===== config.mk =====
export PLATFORM = sky130hd
export DESIGN_NAME = scrambler_frame_ctrl
export DESIGN_NICKNAME = d
export VERILOG_FILES = /design/src/rtl/scrambler_frame_ctrl.sv
export SDC_FILE = /design/constraint.sdc
export NUM_CORES = 1
export LEC_CHECK = 0
export CAP_MARGIN = 40
export CORE_AREA = 2 2 72 74
export CTS_BUF_LIST = sky130_fd_sc_hd__clkbuf_4
export DETAILED_ROUTE_END_ITERATION = 6
export DIE_AREA = 0 0 74 76
export GPL_ROUTABILITY_DRIVEN = 0
export PLACE_DENSITY = 0.82
export SYNTH_ARGS = -nofsm -noshare
export SYNTH_HDL_FRONTEND = slang
export SYNTH_SLANG_ARGS = --single-unit
export TNS_END_PERCENT = 100

===== constraint.sdc =====
create_clock -name clk2 -period 2.5 [get_ports clk2]
set_input_delay 0.5 -clock clk2 [delete_from_list [all_inputs] [get_ports clk2]]
set_output_delay 0.5 -clock clk2 [all_outputs]
set_load 0.02 [all_outputs]

===== src/rtl/scrambler_frame_ctrl.sv =====
// Frame controller + datapath for the 8-bit additive scrambler: seed on start, XOR each byte with the LFSR, tag last, pulse done.
// Latency: accepted byte appears on m_data the next cycle; a stalled output holds its byte and blocks s_ready.
module scrambler_frame_ctrl #(
    parameter int          LEN_W        = 16,
    parameter logic [7:0]  DEFAULT_SEED = 8'h01
) (
    input  logic             clk2,
    input  logic             rst,
    input  logic             start,
    input  logic [7:0]       cfg_seed,
    input  logic [LEN_W-1:0] cfg_len,
    input  logic             s_valid,
    input  logic [7:0]       s_data,
    output logic             s_ready,
    output logic             m_valid,
    output logic [7:0]       m_data,
    output logic             m_last,
    input  logic             m_ready,
    output logic             busy,
    output logic             done
);

    typedef enum logic [1:0] {
        IDLE  = 2'd0,
        SEED  = 2'd1,
        RUN   = 2'd2,
        FLUSH = 2'd3
    } state_t;

    state_t           state_q, state_d;
    logic [7:0]       lfsr_q, lfsr_d;
    logic [7:0]       seed_q, seed_d;
    logic [LEN_W-1:0] remaining_q, remaining_d;
    logic             m_valid_q, m_valid_d;
    logic [7:0]       m_data_q, m_data_d;
    logic             m_last_q, m_last_d;
    logic             done_q, done_d;

    logic             start_ok;
    logic             accept;
    logic             out_hs;
    logic             last_byte;
    logic [7:0]       lfsr_next;

    assign start_ok  = start && (cfg_len != '0);
    assign accept    = (state_q == RUN) && s_valid && s_ready;
    assign out_hs    = m_valid_q && m_ready;
    assign last_byte = (remaining_q == LEN_W'(1));
    assign lfsr_next = {lfsr_q[6:0], lfsr_q[1] ^ lfsr_q[3] ^ lfsr_q[4] ^ lfsr_q[6]};

    // State register
    always_ff @(posedge clk2) begin
        if (rst) begin
            state_q <= IDLE;
        end else begin
            state_q <= state_d;
        end
    end

    // Next-state logic
    always_comb begin
        state_d = state_q;
        case (state_q)
            IDLE:    if (start_ok) state_d = SEED;
            SEED:    state_d = RUN;
            RUN:     if (accept && last_byte) state_d = FLUSH;
            FLUSH:   if (out_hs) state_d = IDLE;
            default: state_d = IDLE;
        endcase
    end

    // Outputs; rst gates the combinational flags so they are low for the whole reset
    always_comb begin
        s_ready = !rst && (state_q == RUN) && (!m_valid_q || m_ready) && (remaining_q != '0);
        busy    = !rst && (state_q != IDLE);
    end

    assign m_valid = m_valid_q;
    assign m_data  = m_data_q;
    assign m_last  = m_last_q;
    assign done    = done_q;

    // Datapath next values
    always_comb begin
        lfsr_d      = lfsr_q;
        seed_d      = seed_q;
        remaining_d = remaining_q;
        m_valid_d   = m_valid_q;
        m_data_d    = m_data_q;
        m_last_d    = m_last_q;
        done_d      = 1'b0;
        case (state_q)
            IDLE: begin
                if (start_ok) begin
                    remaining_d = cfg_len;
                    seed_d      = (cfg_seed == 8'h00) ? DEFAULT_SEED : cfg_seed;
                end
            end
            SEED: begin
                lfsr_d = seed_q;
            end
            RUN: begin
                if (accept) begin
                    m_data_d    = s_data ^ lfsr_q;
                    m_valid_d   = 1'b1;
                    m_last_d    = last_byte;
                    lfsr_d      = lfsr_next;
                    remaining_d = remaining_q - LEN_W'(1);
                end else if (out_hs) begin
                    m_valid_d = 1'b0;
                end
            end
            FLUSH: begin
                if (out_hs) begin
                    m_valid_d = 1'b0;
                    m_last_d  = 1'b0;
                    done_d    = 1'b1;
                end
            end
            default: ;
        endcase
    end

    always_ff @(posedge clk2) begin
        if (rst) begin
            lfsr_q      <= DEFAULT_SEED;
            seed_q      <= DEFAULT_SEED;
            remaining_q <= '0;
            m_valid_q   <= 1'b0;
            m_data_q    <= 8'h00;
            m_last_q    <= 1'b0;
            done_q      <= 1'b0;
        end else begin
            lfsr_q      <= lfsr_d;
            seed_q      <= seed_d;
            remaining_q <= remaining_d;
            m_valid_q   <= m_valid_d;
            m_data_q    <= m_data_d;
            m_last_q    <= m_last_d;
            done_q      <= done_d;
        end
    end

endmodule

; Yosys cells after proc, flatten, opt, wreduce, memory -nomap -nowiden
; Index checks and enable logic that the tools add are counted.
[totals]
regBits = 45
memories = 0
ramBits = 0
out_inout_bits = 13
latchBits = 0
mem_bits_ro = 0
inputBits = 37
[op_classes]
mul = 0
addsub = 1
bitwise = 5
mux = 17
magnitude_cmp = 0
eq_ne = 8
div = 0
n_shift = 0
reduce_logical = 27
[op_table]
columns = cell, count
row1 = $mux W16, 2
row2 = $pmux W16 S2, 1
row3 = $reduce_bool A16 Y1, 2
row4 = $eq A16 B1 Y1 const B, 1
row5 = $mux W8, 2
row6 = $pmux W8 S2, 1
row7 = $sub A16 B1 Y16 const B, 1
row8 = $logic_and A1 B1 Y1, 9
row9 = $reduce_and A3 Y1, 3
row10 = $logic_not A8 Y1, 1
row11 = $ne A2 B2 Y1 const B, 4
row12 = $pmux W2 S4, 1
row13 = $reduce_bool A2 Y1, 4
row14 = $xor A8 B8 Y8, 1
row15 = $mux W2, 3
row16 = $reduce_and A2 Y1, 3
row17 = $mux W1, 5
row18 = $eq A2 B2 Y1 const B, 2
row19 = $pmux W1 S2, 2
row20 = $xor A1 B1 Y1, 3
row21 = $eq A2 B1 Y1 const B, 1
row22 = $logic_not A1 Y1, 2
row23 = $logic_not A2 Y1, 1
row24 = $reduce_or A2 Y1, 1
row25 = other kinds (2), 2

; Logic depth before layout (Yosys ltp)
; Gate-level depths: netlist of the first run.
[depth]
depth_word = 8
depth_mapped = 9
ltp_nobuf = 7

; Worst setup path after synthesis of the first run
; No wires, ideal clock.
[synth_path]
path_kind = register to output
from = register state_q[0]
to = output s_ready
stages_incl_launch_ff = 7
arrival_ns = 1.835
slack_ns = 0.165
cell_sequence = dfxtp_1 -> inv_1 -> ha_1 -> inv_1 -> clkbuf_1 -> clkbuf_1 -> nor4_1
[synth_via]
elab_chain_cells = 4
[synth_rtl]
columns = item, line_no
row1 = from (decl), 30  ; state_t state_q, state_d;
row2 = from (signal assigned), 56  ; state_q <= state_d;
row3 = $eq A2 B2 Y1, 74  ; s_ready = !rst && (state_q == RUN) && (!m_valid_q || m_ready) && (remaining_q != '0);
row4 = $logic_and A1 B1 Y1 (3 in a row), 74
row5 = to (decl), 14  ; output logic s_ready,
; No other way between the ends.

; Worst setup path in the final report of the first run
[layout_path]
from = register remaining_q[6]
to = register state_q[1]
[layout_via]
elab_chain_cells = 6
word_cells_on_any_way = 7
classes_between = eq/ne: 2 / reduce/logical: 5
[layout_rtl]
columns = item, line_no
row1 = from (decl), 33  ; logic [LEN_W-1:0] remaining_q, remaining_d;
row2 = from (signal assigned), 136  ; remaining_q <= remaining_d;
row3 = $reduce_bool A16 Y1, 74
row4 = $logic_and A1 B1 Y1, 74
row5 = $logic_and A1 B1 Y1, 46  ; assign accept = (state_q == RUN) && s_valid && s_ready;
row6 = $logic_and A1 B1 Y1 (*), 66  ; RUN: if (accept && last_byte) state_d = FLUSH;
row7 = $ne A2 B2 Y1 (no line) (*), --
row8 = $reduce_and A3 Y1 (no line) (*), --
; Every way passes the cells marked *; elsewhere a longest branch is shown, timed or not.
; A chain may end at the register's enable or synchronous reset.

==> results of run 1 <==
-- registers in the layout, summed over array words and instances, names as in the netlist --
register,count
seed_q,8
remaining_q,16
m_last,1
state_q,2
lfsr_q,8
m_valid,1
m_data,8
done,1
-- cells by family after synthesis --
group | synth area share [%]
buf+inv | 5.07
mux | 4.37
simple gates | 23.0
fa+ha+maj | 3.48
compound gates | 24.2
xor+xnor | 4.17
flops | 35.8
-- worst min-delay path, cell delays in order (launching register included) --
cell and delay (ps):
dfxtp_1 350, nand2_1 50, a21oi_1 60
-- report_power, final --
| group | total (mW) | internal (mW) | switching, mW |
|---|---|---|---|
| sequential | 1.15 | 0.945 | 0.201 |
| clock | 0.374 | 0.111 | 0.262 |
| combinational | 2.34 | 1.12 | 1.22 |
| total | 3.86 | 2.18 | 1.69 |
-- how the worst max path moves through the flow --
stage / endpoint / cells past startpoint
final: state_q[1]$_SDFFE_PP0P_ / 6
after global routing: state_q[1]$_SDFFE_PP0P_ / 6
after CTS: s_ready / 4
after detailed placement: m_data[4]$_SDFFE_PP0P_ / 7
after global placement: s_ready / 4
after floorplan: s_ready / 6
-- routing by layer --
metal	track usage, %	vias up	wire length (um)
li1	-	1295	-
met1	37.3	1234	3160
met2	38.8	86	3290
met3	3.44	11	373
met4	9.09	0	145
met5	0	-	0
-- cell usage in the layout (no fill, tap or decap), types with 2 or more instances in the layout --
cell type and n:
nor2_1 29, nor4b_1 3, o21ai_0 8, inv_1 9
nor2b_1 6, nor4_2 2, a211oi_1 17, nor4_1 6
a211o_1 2, nand3_1 9, nand2_1 15, clkdlybuf4s50_1 47
or3_1 6, o32ai_1 2, a41oi_1 2, buf_4 44
a21oi_1 30, dfxtp_1 44, nor3_1 11, or4_4 3
a32oi_1 2, nand2b_1 5, xnor2_1 11, a22oi_1 4
mux2i_1 11, o31ai_1 10, ha_1 6, clkbuf_4 5
nand4_1 3, a31oi_1 4
-- area by class of cell --
| type | count | area [um^2] | area share (%) |
|---|---|---|---|
| clock inverters | 3 | 21.3 | 0.617 |
| flip-flops and latches | 45 | 902 | 26.2 |
| clock buffers | 5 | 37.5 | 1.09 |
| inverters | 10 | 37.5 | 1.09 |
| repair buffers | 93 | 825 | 23.9 |
| well taps | 70 | 87.6 | 2.54 |
| multi-input cells | 229 | 1540 | 44.6 |
-- timing repair --
item | in CTS | in global routing
gates resized for setup | 9 | 10
pin swaps | 0 | 2
cloned | 0 | 1
endpoints found under the setup margin | 1 | 4
buffers inserted | 0 | 1
==> flow_summary.yaml, run 1 <==
critical_path:
  worstReg2RegStart: "remaining_q[6]$_SDFFE_PP0P_"
  end_kind: "flip-flop"
  path_cells: "or4_4 -> buf_4 -> nor4bb_1 -> a31oi_1 -> nor3_1 -> mux2i_1"
  worstPathMaxFanout: 6
  timing.rr.end: "state_q[1]$_SDFFE_PP0P_"
  reg2regPathDepth: 6
  cpMaxStageDelayCell: "or4_4"
  setup.worst_path.start: "remaining_q[6]$_SDFFE_PP0P_"
  crit_required_ps: 2830
  timing_worst_setup_path_type: "reg2reg"
  crit_path_max_incr_delay_ps: 560
  worst-path-buf-inv: 1
  arrival_ps: 2760
  r2r_slack_ps: 60
  cp_top_family: "simple AND/OR/NAND/NOR gates"
  startpoint_type: "flip-flop"
logic_synthesis:
  syn_inst: 305
  synth-edff-count: 0
  syn_nets: 349
  synth_top_cell_area_share_pct: 35.8
  synth.yosys.seq_area_share_pct: 35.8
  synth_warnings: 0
  ys_ff_latch: 45
  yosysMostFrequentCell: "dfxtp_1"
  synth_area_um2: 2520
  synth-async-reset-ratio_pct: 0
  synthTopCellsByCount: "dfxtp_1 (45), a21oi_1 (31), nor2_1 (29), a211oi_1 (17), nand2_1 (15)"
  synth_top_cells_by_area: "dfxtp_1 (36%), a21oi_1 (6.2%), a211oi_1 (5.1%)"
  synth_area_leader_cell: "dfxtp_1"
  syn_avg_cell_area_um2: 8.26
  synth_cell_types: 49
  synth_top_flop_cell: "dfxtp_1"
power:
  p_per_area_nw_per_um2: 1120
  total_power_mw: 3.86
  ir_worst_vdd_v: 0.000531
  p_leak_nw: 1.28
sta:
  finalCritPeriodShare_pct: 97.5
  hold_ws_ps: 486
  tns_ps: 0
  fmax_mhz: 410
  tightest_slew_ps: 547
  finalSetupViolCount: 0
  hold_viol: 0
  finalWorstSetupSlack_ps: 61.5
  relSlewSlack_pct: 63.0
  finalMaxSlewViolations: 0
  skew_ps: 12.2
  post-route-min-period_ps: 2440
global_routing:
  grt_pass1_vias: 2413
  grt_max_degree: 32
  gr-usage-all-layers_pct: 25.7
  antenna_found_initial: 0
  grt-ovfl-total: 0
  grt_pass1_wl_um: 11400
place:
  place_ws_ps: -119
  dpl_cell_area_um2: 3320
  dp.cells: 445
  dpl.hpwl_um: 5020
  numPortBuffers: 49
layout:
  nNetsFinal: 428
  antenna_cells: 0
  fillCellCount: 382
  fin_area_um2: 3450
  drive_gt1_share_pct: 17.7
  utilization_pct: 70.2
  final_cell_count_no_fill: 455
  area_growth_pct: 37.0
clock_network:
  cts_tree: "yes"
  ctsHtreeMaxLevel: 2
  holdBufCountCts: 0
  numCtsBuffers: 5
  clock_latency_ps: 390
  clock_sinks: 45
  clockRootBuffer: "clkbuf_4"
  clkTransAtPathRegs_ps: 140
  cts_buffer_depth: 2
drt:
  vias: 2626
  wirelength_um: 6960
  wire_per_inst_um: 15.3
  drtPass1Iterations: 4
  drt.antenna.violating_nets: 0
  drc_errors: 0
  drt_iter0_drc: 214
  via_per_inst: 5.77
worst_hold_path:
  hold_end: "seed_q[1]$_SDFFE_PP0P_"
  hold_depth: 2
  min_from: "seed_q[1]$_SDFFE_PP0P_"
  min_path_type: "reg2reg"
die:
  die_y_um: 76
  die_area_um2: 5620
  core-area_um2: 4910
  num_io_pins: 50
  chipWidth_um: 74
  start_util_pct: 51.3
  num_rows: 26
outcome:
  status: "finished, final reports clean"
flow_run:
  maxCapViolCount: 0
Note: power is estimated with default switching activity, not from simulation.
==> run 2: changes to the inputs <==
Settings changed: CORE_AREA 2 2 72 74 to 4 4 74 76, DIE_AREA 0 0 74 76 to 0 0 78 80.
==> run 2 against run 1 <==
Power grew 0.61%. Core utilization grew 2.5 points. Via count grew 0.88%. Routed wire length grew 3.2%. Critical endpoint is now remaining_q[10]$_SDFFE_PP0P_. Highest routed layer unchanged.
==> flow_summary.yaml, run 2 (synthesis gave the netlist of run 1 again) <==
outcome:
  status: "finished, final reports clean"
place:
  numPortBuffers: 49
  dp.cells: 443
  dpl.hpwl_um: 5360
power:
  p_per_area_nw_per_um2: 1130
  power_frac_clock_pct: 9.4
  ir_worst_vdd_v: 0.000552
  p_sw_mw: 1.68
  combPwrFrac_pct: 61.1
  p_leak_nw: 1.26
  intPower_mw: 2.20
  pwr-share-seq_pct: 29.5
  p_sw_share_pct: 43.3
critical_path:
  path_cells: "or4_4 -> buf_4 -> or4_4 -> a21o_1 -> a311o_1 -> o31ai_1"
  crit_required_ps: 2790
  worst-path-buf-inv: 1
  startpoint_type: "flip-flop"
  end_kind: "flip-flop"
  crit_top_cell: "or4_4"
  cpMaxStageDelayCell: "or4_4"
  worstPathMaxFanout: 7
  timing_worst_setup_path_type: "reg2reg"
  cp_top_family: "simple AND/OR/NAND/NOR gates"
  crit_path_max_incr_delay_ps: 580
  arrival_ps: 2720
drt:
  wirelength_um: 7180
  via_per_inst: 5.87
  highest_layer: "met4"
  wl_met2_um: 3290
  drt.antenna.violating_nets: 0
  dr_wl_met3_um: 480
  drt_iter0_drc: 274
  vias: 2649
  drc_errors: 0
  wl_met1_um: 3280
  drtPass1Iterations: 5
  wire_per_inst_um: 15.9
die:
  die_area_um2: 6240
  chipWidth_um: 78
  core-area_um2: 4720
  num_io_pins: 50
  start_util_pct: 53.3
  num_rows: 25
  die_y_um: 80
sta:
  hold_viol: 0
  fmax_mhz: 411
  tightest_slew_ps: 493
  finalSetupViolCount: 0
  finalMaxSlewViolations: 0
  relSlewSlack_pct: 66.9
  post-route-min-period_ps: 2430
  finalCritPeriodShare_pct: 97.3
  hold_ws_ps: 470
  skew_ps: 8.28
  grt_setup_unrepaired: "false"
clock_network:
  ctsHtreeMaxLevel: 2
  numCtsBuffers: 5
  clkTransAtPathRegs_ps: 140
  cts_buffer_depth: 2
  post_cts_buffers: 0
  cts_tree: "yes"
  clock_latency_ps: 370
  clock_sinks: 45
  clockRootBuffer: "clkbuf_4"
global_routing:
  gr-usage-all-layers_pct: 23.2
  grt_pass1_vias: 2488
  grt_max_degree: 35
  grt-ovfl-total: 0
  antenna_found_initial: 0
  grt_pass1_wl_um: 11600
layout:
  area_growth_pct: 36.5
  final_common_cell: "clkdlybuf4s50_1"
  layout_common_cells: "clkdlybuf4s50_1 (48), dfxtp_1 (44), buf_4 (42)"
  final_cell_count_no_fill: 451
  nNetsFinal: 427
  antenna_cells: 0
  utilization_pct: 72.8
  largest_register: "remaining_q"
  drive_gt1_share_pct: 17.7
  largest_reg_flops: 16
worst_hold_path:
  min_path_type: "reg2reg"
flow_run:
  maxCapViolCount: 0
==> run 2: cell type report <==
| type | instances | area [um^2] |
|---|---|---|
| Inverter | 10 | 37.5 |
| Sequential cell | 45 | 902 |
| Clock buffer | 6 | 45.0 |
| Tap cell | 67 | 83.8 |
| Clock inverter | 2 | 15.0 |
| Timing Repair Buffer | 92 | 821 |
| Multi-Input combinational cell | 229 | 1530 |
| Fill cell | 365 | 1290 |
==> run 2: repair_timing <==
item / CTS / global route
hold buffers: 0 / 0
pin swaps: 0 / 1
hold endpoints to repair: 0 / 0
endpoints found under the setup margin: 1 / 8
resized for setup: 6 / 11
==> run 2: path summary, 6_finish.rpt <==
| kind | start | endpoint | slack [ps] | cells past startpoint |
|---|---|---|---|---|
| min reg2reg | seed_q[5]$_SDFFE_PP0P_ | seed_q[5]$_SDFFE_PP0P_ | 470 | 2 |
| min | seed_q[5]$_SDFFE_PP0P_ | seed_q[5]$_SDFFE_PP0P_ | 470 | 2 |
| max | remaining_q[6]$_SDFFE_PP0P_ | remaining_q[10]$_SDFFE_PP0P_ | 70 | 6 |
| max reg2reg | remaining_q[6]$_SDFFE_PP0P_ | remaining_q[10]$_SDFFE_PP0P_ | 70 | 6 |
==> run 2: metal layers <==
metal / vias up / GRT usage, %
met5: - / 0
met4: 0 / 6.82
met3: 20 / 5.19
li1: 1291 / -
met1: 1212 / 31.1
met2: 126 / 37.2
==> run 2: worst reg2reg max path, delay by kind of cell (launching register included) <==
kind                   cells  cell delay, ps
AND/OR/NAND/NOR            2            1140
AO/OA/AOI/OAI              3             690
buffers and inverters      1             180
flip-flops                 1             340
==> run 2: power by group through the flow <==
stage | registers [mW] | clock network (mW) | logic (mW)
4_1_cts | 1.13 | 0.369 | 2.23
2_1_floorplan | 1.15 | 0 | 1.31
6_report | 1.14 | 0.365 | 2.38
5_1_grt | 1.17 | 0.397 | 2.55
3_5_place_dp | 1.15 | 0 | 2.20
3_3_place_gp | 1.13 | 0 | 2.14
==> run 2: per-stage QoR <==
| step | area, um^2 | setup TNS [ps] | total power, mW | setup slack (ps) |
|---|---|---|---|---|
| 6_report | 3440 | 0 | 3.89 | 67.7 |
| 3_5_place_dp | 3340 | -196 | 3.34 | -74.4 |
| 5_1_grt | 3440 | 0 | 4.11 | 12.4 |
| 3_3_place_gp | 3340 | -56.6 | 3.27 | -56.6 |
| 4_1_cts | 3400 | 0 | 3.73 | 17.6 |
| 2_1_floorplan | 2520 | 0 | 2.46 | 165 |
==> run 3: changes to the inputs <==
Settings changed: CAP_MARGIN 40 to not set.
==> results of run 3 <==
Final layout, timing and power as in run 2 (identical DEF).
